--- config.mk ---
export PLATFORM = sky130hd
export DESIGN_NAME = ps2_rx_deframer
export DESIGN_NICKNAME = d
export VERILOG_FILES = /design/src/rtl/ps2_pkg.sv /design/src/rtl/ps2_sync_filter.sv /design/src/rtl/ps2_rx_deframer.sv
export SDC_FILE = /design/constraint.sdc
export NUM_CORES = 1
export LEC_CHECK = 0
export CORE_MARGIN = 10
export CORE_UTILIZATION = 46
export CTS_CLUSTER_SIZE = 24
export DETAILED_ROUTE_END_ITERATION = 7
export GPL_TIMING_DRIVEN = 0
export PLACE_DENSITY = 0.66
export SYNTH_ARGS = -nofsm -noshare
export SYNTH_HDL_FRONTEND = slang
export SYNTH_SLANG_ARGS = --single-unit
--- constraint.sdc ---
create_clock -name clk -period 5.6 [get_ports clk]
set_input_delay 1.12 -clock clk [delete_from_list [all_inputs] [get_ports clk]]
set_output_delay 1.12 -clock clk [all_outputs]
set_load 0.05 [all_outputs]
--- src/rtl/ps2_pkg.sv ---
// Shared types and constants for the PS/2 host-side receiver.
package ps2_pkg;

    typedef enum logic [1:0] {
        StIdle,
        StData,
        StParity,
        StStop
    } ps2_state_e;

    localparam logic        PS2_START_BIT      = 1'b0;
    localparam logic        PS2_STOP_BIT       = 1'b1;
    localparam int unsigned PS2_DATA_BITS      = 8;
    localparam int unsigned PS2_FILTER_LEN_DEF = 8;
    localparam int unsigned PS2_TIMEOUT_DEF    = 4096;

endpackage

--- src/rtl/ps2_sync_filter.sv ---
// Two-flop synchroniser followed by a stability filter; output idles high.
module ps2_sync_filter #(
    parameter int unsigned FILTER_LEN = 8
) (
    input  logic clk,
    input  logic rst,
    input  logic raw,
    output logic filt
);

    localparam int unsigned  CW      = (FILTER_LEN > 1) ? $clog2(FILTER_LEN) : 1;
    localparam logic [CW-1:0] RUN_MAX = CW'(FILTER_LEN - 1);

    logic          meta_q, sync_q, filt_q, filt_d;
    logic [CW-1:0] run_q, run_d;

    always_ff @(posedge clk or posedge rst) begin
        if (rst) begin
            meta_q <= 1'b1;
            sync_q <= 1'b1;
            filt_q <= 1'b1;
            run_q  <= '0;
        end else begin
            meta_q <= raw;
            sync_q <= meta_q;
            filt_q <= filt_d;
            run_q  <= run_d;
        end
    end

    // Any sample agreeing with the current output restarts the run.
    always_comb begin
        filt_d = filt_q;
        run_d  = '0;
        if (sync_q != filt_q) begin
            if (run_q == RUN_MAX) begin
                filt_d = sync_q;
            end else begin
                run_d = run_q + 1'b1;
            end
        end
    end

    assign filt = filt_q;

endmodule

--- src/rtl/ps2_rx_deframer.sv ---
// PS/2 host receiver: filters both lines, detects ps2clk falls and deframes
// start/8 data/odd parity/stop into a byte with valid and error strobes.
module ps2_rx_deframer
    import ps2_pkg::*;
#(
    parameter int unsigned FILTER_LEN = PS2_FILTER_LEN_DEF,
    parameter int unsigned TIMEOUT    = PS2_TIMEOUT_DEF
) (
    input  logic       clk,
    input  logic       rst,
    input  logic       enable,
    input  logic       ps2clk,
    input  logic       ps2data,
    output logic [7:0] data,
    output logic       valid,
    output logic       parity_err,
    output logic       frame_err,
    output logic       busy
);

    localparam int unsigned  TW       = $clog2(TIMEOUT);
    localparam logic [TW-1:0] TMAX     = TW'(TIMEOUT - 1);
    localparam logic [3:0]    LAST_BIT = 4'(PS2_DATA_BITS - 1);

    logic clk_filt, data_filt, clk_prev_q, fall, rx_bit;

    ps2_sync_filter #(.FILTER_LEN(FILTER_LEN)) u_clk_filter (
        .clk  (clk),
        .rst  (rst),
        .raw  (ps2clk),
        .filt (clk_filt)
    );

    ps2_sync_filter #(.FILTER_LEN(FILTER_LEN)) u_data_filter (
        .clk  (clk),
        .rst  (rst),
        .raw  (ps2data),
        .filt (data_filt)
    );

    assign fall   = clk_prev_q & ~clk_filt;
    assign rx_bit = data_filt;

    ps2_state_e                 state_q, state_d;
    logic [PS2_DATA_BITS-1:0]   shreg_q, shreg_d;
    logic                       par_q, par_d;
    logic [3:0]                 cnt_q, cnt_d;
    logic [TW-1:0]              tcnt_q, tcnt_d;
    logic [7:0]                 data_q, data_d;
    logic                       valid_q, valid_d, perr_q, perr_d, ferr_q, ferr_d;

    always_ff @(posedge clk or posedge rst) begin
        if (rst) begin
            clk_prev_q <= 1'b1;
            state_q    <= StIdle;
            shreg_q    <= '0;
            par_q      <= 1'b0;
            cnt_q      <= '0;
            tcnt_q     <= '0;
            data_q     <= '0;
            valid_q    <= 1'b0;
            perr_q     <= 1'b0;
            ferr_q     <= 1'b0;
        end else begin
            clk_prev_q <= clk_filt;
            state_q    <= state_d;
            shreg_q    <= shreg_d;
            par_q      <= par_d;
            cnt_q      <= cnt_d;
            tcnt_q     <= tcnt_d;
            data_q     <= data_d;
            valid_q    <= valid_d;
            perr_q     <= perr_d;
            ferr_q     <= ferr_d;
        end
    end

    always_comb begin
        state_d = state_q;
        shreg_d = shreg_q;
        par_d   = par_q;
        cnt_d   = cnt_q;
        tcnt_d  = tcnt_q;
        data_d  = data_q;
        valid_d = 1'b0;
        perr_d  = 1'b0;
        ferr_d  = 1'b0;

        if (!enable) begin
            state_d = StIdle;
            cnt_d   = '0;
            tcnt_d  = '0;
        end else if (state_q != StIdle && tcnt_q == TMAX) begin
            // Expiry beats a coincident edge; that edge is dropped.
            state_d = StIdle;
            cnt_d   = '0;
            tcnt_d  = '0;
            ferr_d  = 1'b1;
        end else begin
            tcnt_d = (state_q == StIdle || fall) ? '0 : tcnt_q + 1'b1;
            if (fall) begin
                unique case (state_q)
                    StIdle: begin
                        if (rx_bit == PS2_START_BIT) begin
                            state_d = StData;
                            cnt_d   = '0;
                        end
                    end
                    StData: begin
                        shreg_d = {rx_bit, shreg_q[PS2_DATA_BITS-1:1]};
                        cnt_d   = cnt_q + 1'b1;
                        if (cnt_q == LAST_BIT) state_d = StParity;
                    end
                    StParity: begin
                        par_d   = rx_bit;
                        state_d = StStop;
                    end
                    StStop: begin
                        state_d = StIdle;
                        cnt_d   = '0;
                        if (rx_bit != PS2_STOP_BIT) begin
                            ferr_d = 1'b1;
                        end else if (^{shreg_q, par_q} == 1'b0) begin
                            perr_d = 1'b1;
                        end else begin
                            data_d  = shreg_q;
                            valid_d = 1'b1;
                        end
                    end
                    default: state_d = StIdle;
                endcase
            end
        end
    end

    assign data       = data_q;
    assign valid      = valid_q;
    assign parity_err = perr_q;
    assign frame_err  = ferr_q;
    assign busy       = (state_q != StIdle);

endmodule

==> results of run 1 <==
[worst register-to-register path, delay by kind of cell, from the launching register on]
family / cells / cell delay [ns]
flops: 1 / 0.40
buf+inv: 1 / 0.09
mux: 2 / 0.69
compound gates: 1 / 0.31
fa+ha+maj: 1 / 0.24
simple gates: 2 / 0.30
[flip-flops by register name, indices dropped and copies added, names as in the netlist, 2 cells and up]
name,flops
tcnt_q,12
cnt_q,4
u_data_filter.run_q,3
state_q,2
u_clk_filter.run_q,3
shreg_q,8
data,8
[per-layer routing]
metal  vias to the layer above  part of all wire (%)  wire length [um]
met5                         -                     0                 0
met1                       650                    50              1860
met3                         3                   3.5               130
met4                         0                  0.49                18
li1                        709                     -                 -
met2                        15                    46              1690
[Yosys cell counts (5+ instances only)]
| cell | instances |
|---|---|
| sky130_fd_sc_hd__nand3_1 | 8 |
| sky130_fd_sc_hd__dfstp_2 | 7 |
| sky130_fd_sc_hd__mux2_2 | 10 |
| sky130_fd_sc_hd__nand2_1 | 10 |
| sky130_fd_sc_hd__o21ai_0 | 5 |
| sky130_fd_sc_hd__dfrtp_1 | 44 |
| sky130_fd_sc_hd__nor2_1 | 24 |
| sky130_fd_sc_hd__xnor2_1 | 16 |
| sky130_fd_sc_hd__mux2_4 | 8 |
| sky130_fd_sc_hd__ha_1 | 11 |
| sky130_fd_sc_hd__nor3_1 | 5 |
| sky130_fd_sc_hd__inv_1 | 9 |
[where the power goes]
group | switching (uW) | internal, uW | total (uW)
registers | 28.3 | 412 | 440
logic | 87.9 | 65.3 | 153
clock network | 118 | 133 | 251
[through the flow]
step	hold slack (ns)	instance area (um^2)	utilization [%]	worst slack (ns)	std cells
floorplan	0.345	2320	-	3.26	195
global placement	0.347	2560	53.2	2.26	278
detailed placement	0.347	2580	53.6	2.73	279
CTS	0.360	2690	55.9	2.54	287
global route	0.364	2690	55.9	2.48	287
finish	0.359	2690	55.9	2.58	287
[area by class of cell]
cell class,count,area [um^2]
clock buffer,6,72.6
timing repair buffer,17,180
sequential,51,1280
buffer,3,13.8
clock inverter,2,37.5
multi-input combinational,132,986
inverter,9,33.8
fill,441,2120
tap,67,83.8
[logic make-up (layout without fill, tap and decap cells)]
family          after synthesis  count (layout)  synth area share, %
compound gates               14              14                 3.99
xor+xnor                     19              19                 7.18
fa+ha+maj                    11              11                 5.94
buf+inv                      12              37                 2.05
flops                        51              51                 55.4
mux                          20              20                 10.9
simple gates                 68              68                 14.5
[worst min path at each step]
stage / cells after the start / end / slack, ns / start
floorplan: 0 / u_clk_filter.sync_q / 0.35 / u_clk_filter.meta_q
global placement: 0 / u_clk_filter.sync_q / 0.35 / u_clk_filter.meta_q
detailed placement: 0 / u_clk_filter.sync_q / 0.35 / u_clk_filter.meta_q
CTS: 0 / u_clk_filter.sync_q / 0.36 / u_clk_filter.meta_q
global route: 0 / u_clk_filter.sync_q / 0.36 / u_clk_filter.meta_q
finish: 0 / u_clk_filter.sync_q / 0.36 / u_clk_filter.meta_q
==> impl_summary.log, run 1 <==
[metrics] Crit-path slowest cell: sky130_fd_sc_hd__clkdlybuf4s50_1
[metrics] fraction of layout cells with a size suffix above 1: a little under a fifth
[metrics] setup tns final: 0 ns
[metrics] slowest cell delay on critical path: slightly below 0.8 ns
[metrics] startpoint of the lowest-slack register-to-register path: state_q[0]
[metrics] pin slew with the least headroom to its limit: around 0.52 ns
[metrics] final estimated routing congestion in global placement: 0.749
[metrics] dominant register cell in the synthesized netlist: sky130_fd_sc_hd__dfrtp_1
[metrics] Inserted Clock Buffers: 5
[metrics] Critical Path Most Common Cell: sky130_fd_sc_hd__inv_1
[metrics] die extent in y: 91.0 um
[metrics] First DRT Iteration DRCs: 58
[metrics] met1 Resource Use GR: 12.6%
[metrics] cts-stage hold buffer count: 0
[metrics] count of endpoints failing hold in the final timing report: 0
[metrics] site row count: 25
[metrics] Syn. warnings: 0
[metrics] Worst Hold Class: flip-flop to flip-flop
[metrics] Max-Slew Margin vs Limit: about two thirds
[metrics] worst clock skew: 0.0119 ns
[metrics] period utilisation layout: 53.9%
[metrics] total of endpoints with negative setup slack in the final report: 0
[metrics] post-layout min period: 3.02 ns
[metrics] Antenna Violating Nets Remaining: 0
[metrics] commonest cells after routing, fill and taps aside: 44 x sky130_fd_sc_hd__dfrtp_1, 24 x sky130_fd_sc_hd__nor2_1, 16 x sky130_fd_sc_hd__xnor2_1, 16 x sky130_fd_sc_hd__clkdlybuf4s50_1, 11 x sky130_fd_sc_hd__ha_1
[metrics] Std-Cell Core Area: 0.00482 mm^2
[metrics] area added between synthesis and finish: 16.1%
[metrics] clock-pin slew on the worst setup and hold paths: around 0.090 ns
[metrics] CP bufs+invs: 3
[metrics] remaining global-route overflow: 0
[metrics] unrepaired setup endpoints after global routing: false
[metrics] CP cell instances: inv_1 -> ha_1 -> inv_1 -> clkdlybuf4s50_1
[metrics] number of pins exceeding their max-slew limit in the final report: 0
[metrics] clock latency on the worst-skew pair: 0.30 ns
[metrics] clock sink count: 51
[metrics] 1st-pass router iterations: 4
[metrics] Post-Route WL: between 3 and 4 mm
[metrics] final routed wire length divided by cell count: 12.9 um
[metrics] logic depth of the worst path, buffers included: 4
[metrics] count of maximum capacitance violations: 0
[metrics] depth of the worst register-to-register path: 7
[metrics] post-synthesis async set-or-reset flop share: 100%
[metrics] M3 GR Usage: 3.62%
[metrics] GR met2 Demand/Resource: 14.0%
[metrics] initial antenna violation count: 0
[metrics] Layout Nets: 235
[metrics] detailed placer's ending HPWL: 2.70 mm
[metrics] DRC viols: 0
[metrics] Mapped Area: 0.00232 mm^2
[metrics] P per Cell Area: 314 mW/mm^2
[metrics] total I/O pin count: 17
[metrics] top cell type's share of synthesized area: 47.5%
[metrics] overall die width: between 90 and 100 um
[metrics] EDFF count, synth: 0
[metrics] critical path arrival: between 1.5 and 2 ns
[metrics] total nets after synthesis: 211
[metrics] post-synthesis sequential area ratio: 55.4%
[metrics] run status: finished clean
[metrics] cell family with the largest share of critical-path delay: buffers and inverters
[metrics] wire length of the first global-routing pass: 6.57 mm
[metrics] Clk Tree Root Cell: sky130_fd_sc_hd__clkbuf_8
[metrics] endpoint of the worst-slack reg-to-reg timing path: data[2]
[metrics] number of post-CTS setup repair buffers: 0
[metrics] most area-consuming cells after synthesis: sky130_fd_sc_hd__dfrtp_1 47%, sky130_fd_sc_hd__dfstp_2 7.9%, sky130_fd_sc_hd__xnor2_1 6.0%
[metrics] peak clock frequency supported by timing: 331 MHz
[metrics] origin of the worst setup path: state_q[0]
[metrics] TritonCTS clock tree: yes
[metrics] number of inserted diodes: 0
[metrics] static leakage: 0.00117 uW
[metrics] Mapped Cells: roughly 200
[metrics] via-per-instance ratio: 4.80
[metrics] worst setup path category: flip-flop to primary output
[metrics] maximum buffer depth of the clock tree: 2
[metrics] CP max FO: 4
[metrics] area enclosed by the die boundary: 0.00828 mm^2
[metrics] Netlist cell types: 34
[metrics] Yosys reg bits: 51
[metrics] overall power after layout: 844 uW
[metrics] largest net degree at the start of global routing: 34
[metrics] via count of the first global-routing pass: 1388
[metrics] worst setup slack for register-to-register paths: 3.47 ns
[metrics] number of cells upsized or downsized after cts: 0
[metrics] kind of start point of the critical path: flip-flop
[metrics] H-tree levels: 2
[metrics] Critical Path End: busy
[metrics] Max rail drop VDD: 0.195 mV
[metrics] cell taking the most area after synthesis: sky130_fd_sc_hd__dfrtp_1
[metrics] critical path data required time: approximately 4.5 ns
[metrics] vias: 1377
[metrics] global router's overall resource usage: 9.54%
[metrics] global-route layer with the greatest usage: met2
[metrics] most frequent standard cell in the layout excluding fill and tap cells: sky130_fd_sc_hd__dfrtp_1
[metrics] kind of end point of the critical path: primary output
[metrics] average footprint of a synthesized cell: roughly 12 um^2
[metrics] IO Port Bufs: 16
[metrics] starting density of the core: 48.1%
No activity file was read; power rests on OpenSTA's default activity.
==> run 2: changes to the inputs <==
Settings changed: PLACE_DENSITY 0.66 to 0.69.
Clock period 5.6 ns to 2.7 ns, I/O delays scaled along.
==> run 2 against run 1 <==
- core utilization decreased by 0.31 points
- die area stayed put
- register-to-register slack got worse by 2.9 ns
- sequential cell count did not move
- critical path depth did not move
- largest cell class unchanged
- global-route usage hardly changed
- worst hold slack is essentially flat
- total power rose by 99%
==> impl_summary.log, run 2 (same netlist as run 1, synthesis figures left out) <==
[metrics] run status: finished clean (unchanged)
[metrics] site row count: 25 (unchanged)
[metrics] Post-Route WL: 3.60 mm (was 3.70 mm)
[metrics] Inserted Clock Buffers: 5 (unchanged)
[metrics] IO Port Bufs: 16 (unchanged)
[metrics] peak clock frequency supported by timing: roughly 400 MHz
[metrics] P per Cell Area: 627 mW/mm^2 (was 314 mW/mm^2)
[metrics] initial antenna violation count: 0 (unchanged)
[metrics] Max-Slew Margin vs Limit: 65.2% (was 65.1%)
[metrics] Critical Path End: busy (unchanged)
[metrics] die extent in y: 91.0 um (unchanged)
[metrics] Clk Tree Root Cell: sky130_fd_sc_hd__clkbuf_8 (unchanged)
[metrics] depth of the worst register-to-register path: 7 (unchanged)
[metrics] DR WL met3: 127 um (was 130 um)
[metrics] 1st-pass router iterations: 4 (unchanged)
[metrics] overall die width: 91.0 um (unchanged)
[metrics] Layout Nets: 235 (unchanged)
[metrics] wire length of the first global-routing pass: 6.54 mm (was 6.57 mm)
[metrics] post-route standard cell area excluding fillers: 0.00268 mm^2 (was 0.00269 mm^2)
[metrics] H-tree levels: 2 (unchanged)
[metrics] vias: 1393 (was 1377)
[metrics] clock sink count: 51 (unchanged)
[metrics] area added between synthesis and finish: 15.5% (was 16.1%)
[metrics] setup slack of the critical path after layout: 0.268 ns (was 2.58 ns)
[metrics] global router's overall resource usage: 9.54% (about the same)
[metrics] switching power of the nets: 480 uW (was 234 uW)
[metrics] number of inserted diodes: 0 (unchanged)
[metrics] routed length on met1: 1.71 mm (was 1.86 mm)
[metrics] fraction of layout cells with a size suffix above 1: 18.2% (unchanged)
[metrics] startpoint of the lowest-slack register-to-register path: state_q[0] (unchanged)
[metrics] detailed placer's ending HPWL: 2.62 mm (was 2.70 mm)
[metrics] origin of the worst setup path: state_q[0] (unchanged)
[metrics] number of post-CTS setup repair buffers: 0 (unchanged)
[metrics] logic gate share of total power: 18.8% (was 18.2%)
[metrics] Antenna Violating Nets Remaining: 0 (unchanged)
[metrics] clock-pin slew on the worst setup and hold paths: 0.09 ns (about the same)
[metrics] total of endpoints with negative setup slack in the final report: 0 (unchanged)
[metrics] count of maximum capacitance violations: 0 (unchanged)
[metrics] worst setup path category: flip-flop to primary output (unchanged)
[metrics] kind of end point of the critical path: primary output (unchanged)
[metrics] cts-stage hold buffer count: 0 (unchanged)
[metrics] Biggest register: tcnt_q (unchanged)
[metrics] dpl cell area: 0.00258 mm^2 (unchanged)
[metrics] number of cells upsized or downsized after cts: 0 (unchanged)
[metrics] pin slew with the least headroom to its limit: 0.521 ns (about the same)
[metrics] most frequent standard cell in the layout excluding fill and tap cells: sky130_fd_sc_hd__dfrtp_1 (unchanged)
[metrics] Std-Cell Core Area: 0.00482 mm^2 (unchanged)
[metrics] worst clock skew: 0.00968 ns (was 0.0119 ns)
[metrics] starting density of the core: 48.1% (unchanged)
[metrics] internal portion of total power: 1200 uW (was 610 uW)
[metrics] top routing layer in use: met4 (unchanged)
[metrics] dpl ws: 0.418 ns (was 2.73 ns)
[metrics] Seq pwr share: 54.4% (was 52.1%)
[metrics] kind of start point of the critical path: flip-flop (unchanged)
[metrics] static leakage: 0.00117 uW (about the same)
[metrics] commonest cells after routing, fill and taps aside: 44 x sky130_fd_sc_hd__dfrtp_1, 24 x sky130_fd_sc_hd__nor2_1, 16 x sky130_fd_sc_hd__xnor2_1, 16 x sky130_fd_sc_hd__clkdlybuf4s50_1, 11 x sky130_fd_sc_hd__ha_1 (unchanged)
[metrics] via-per-instance ratio: 4.85 (was 4.80)
[metrics] Max rail drop VDD: 0.267 mV (was 0.195 mV)
[metrics] critical path arrival: 1.89 ns (was 1.90 ns)
[metrics] CP max FO: 4 (unchanged)
[metrics] number of pins exceeding their max-slew limit in the final report: 0 (unchanged)
[metrics] area enclosed by the die boundary: 0.00828 mm^2 (unchanged)
[metrics] count of endpoints failing hold in the final timing report: 0 (unchanged)
[metrics] critical path data required time: 2.16 ns (was 4.48 ns)
[metrics] post-layout min period: 2.43 ns
[metrics] final routed wire length divided by cell count: 12.5 um (was 12.9 um)
[metrics] sum of met2 wire segment lengths after detailed routing: 1.66 mm (was 1.69 mm)
[metrics] clock latency on the worst-skew pair: 0.30 ns (about the same)
[metrics] maximum buffer depth of the clock tree: 2 (unchanged)
[metrics] net switching share of the total power: 28.6% (was 27.7%)
[metrics] total I/O pin count: 17 (unchanged)
[metrics] unrepaired setup endpoints after global routing: false (unchanged)
[metrics] Clk pwr share: 26.8% (was 29.7%)
[metrics] Worst Hold Class: flip-flop to flip-flop (unchanged)
[metrics] period utilisation layout: 90.1%
[metrics] endpoint of the worst-slack reg-to-reg timing path: data[5] (was data[2])
[metrics] largest net degree at the start of global routing: 39 (was 34)
[metrics] DRC viols: 0 (unchanged)
[metrics] via count of the first global-routing pass: 1411 (was 1388)
[metrics] TritonCTS clock tree: yes (unchanged)
[metrics] max reg flops: 12 (unchanged)
[metrics] remaining global-route overflow: 0 (unchanged)
[metrics] First DRT Iteration DRCs: 42 (was 58)
[metrics] worst setup slack for register-to-register paths: 0.60 ns (was 3.47 ns)
[metrics] number of fill cells: 434 (was 441)
[metrics] final estimated routing congestion in global placement: 0.804 (was 0.749)
[run 2: cell types whose count changed in the layout (fill, tap and decap cells not counted), sizes merged]
cell | previous run | this run
bufinv | 1 | 0
clkinv | 0 | 1
clkinvlp | 1 | 0
clkbuf | 7 | 8
[run 2: power by group through the flow]
stage          Clock (uW)  Combinational (uW)  Sequential (uW)
4_1_cts               475                 325              915
5_1_grt               501                 361              927
3_5_place_dp            0                 323              931
3_3_place_gp            0                 314              927
6_report              450                 317              913
2_1_floorplan           0                 249              912
[run 2: critical path: stages, from the launching register on]
cell and delay, ns:
sky130_fd_sc_hd__dfrtp_1 0.40, sky130_fd_sc_hd__inv_1 0.09, sky130_fd_sc_hd__ha_1 0.24, sky130_fd_sc_hd__inv_1 0.07, sky130_fd_sc_hd__clkdlybuf4s50_1 0.80
[run 2: worst min path at each step]
stage	cells past startpoint	slack (ns)	start	end
after floorplan	0	0.35	u_clk_filter.meta_q	u_clk_filter.sync_q
after global placement	0	0.35	u_clk_filter.meta_q	u_clk_filter.sync_q
after detailed placement	0	0.35	u_clk_filter.meta_q	u_clk_filter.sync_q
after CTS	0	0.36	u_data_filter.meta_q	u_data_filter.sync_q
after global routing	0	0.36	u_data_filter.meta_q	u_data_filter.sync_q
final	0	0.36	u_data_filter.meta_q	u_data_filter.sync_q
[run 2: area by class of cell]
| type | instances | area [um^2] | share of cell area, % |
|---|---|---|---|
| sequential | 51 | 1280 | 48.0 |
| tap | 67 | 83.8 | 3.13 |
| buffer | 3 | 13.8 | 0.514 |
| multi-input combinational | 132 | 986 | 36.8 |
| clock inverter | 1 | 8.76 | 0.327 |
| timing repair buffer | 17 | 180 | 6.73 |
| inverter | 9 | 33.8 | 1.26 |
| clock buffer | 7 | 86.3 | 3.22 |
[run 2: layer usage]
layer / global-route usage [%] / vias to the layer above
li1: - / 703
met2: 14.6 / 15
met4: 4.96 / 0
met5: 0 / -
met3: 2.96 / 8
met1: 11.9 / 667
[run 2: through the flow]
step	TNS, ns	cells	power, uW	utilization [%]	hold slack [ns]
5_1_grt	0	287	1790	55.6	0.359
6_report	0	287	1680	55.6	0.360
2_1_floorplan	0	195	1160	-	0.345
4_1_cts	0	287	1710	55.6	0.358
3_5_place_dp	0	279	1250	53.6	0.348
3_3_place_gp	-2.31	278	1240	53.2	0.347
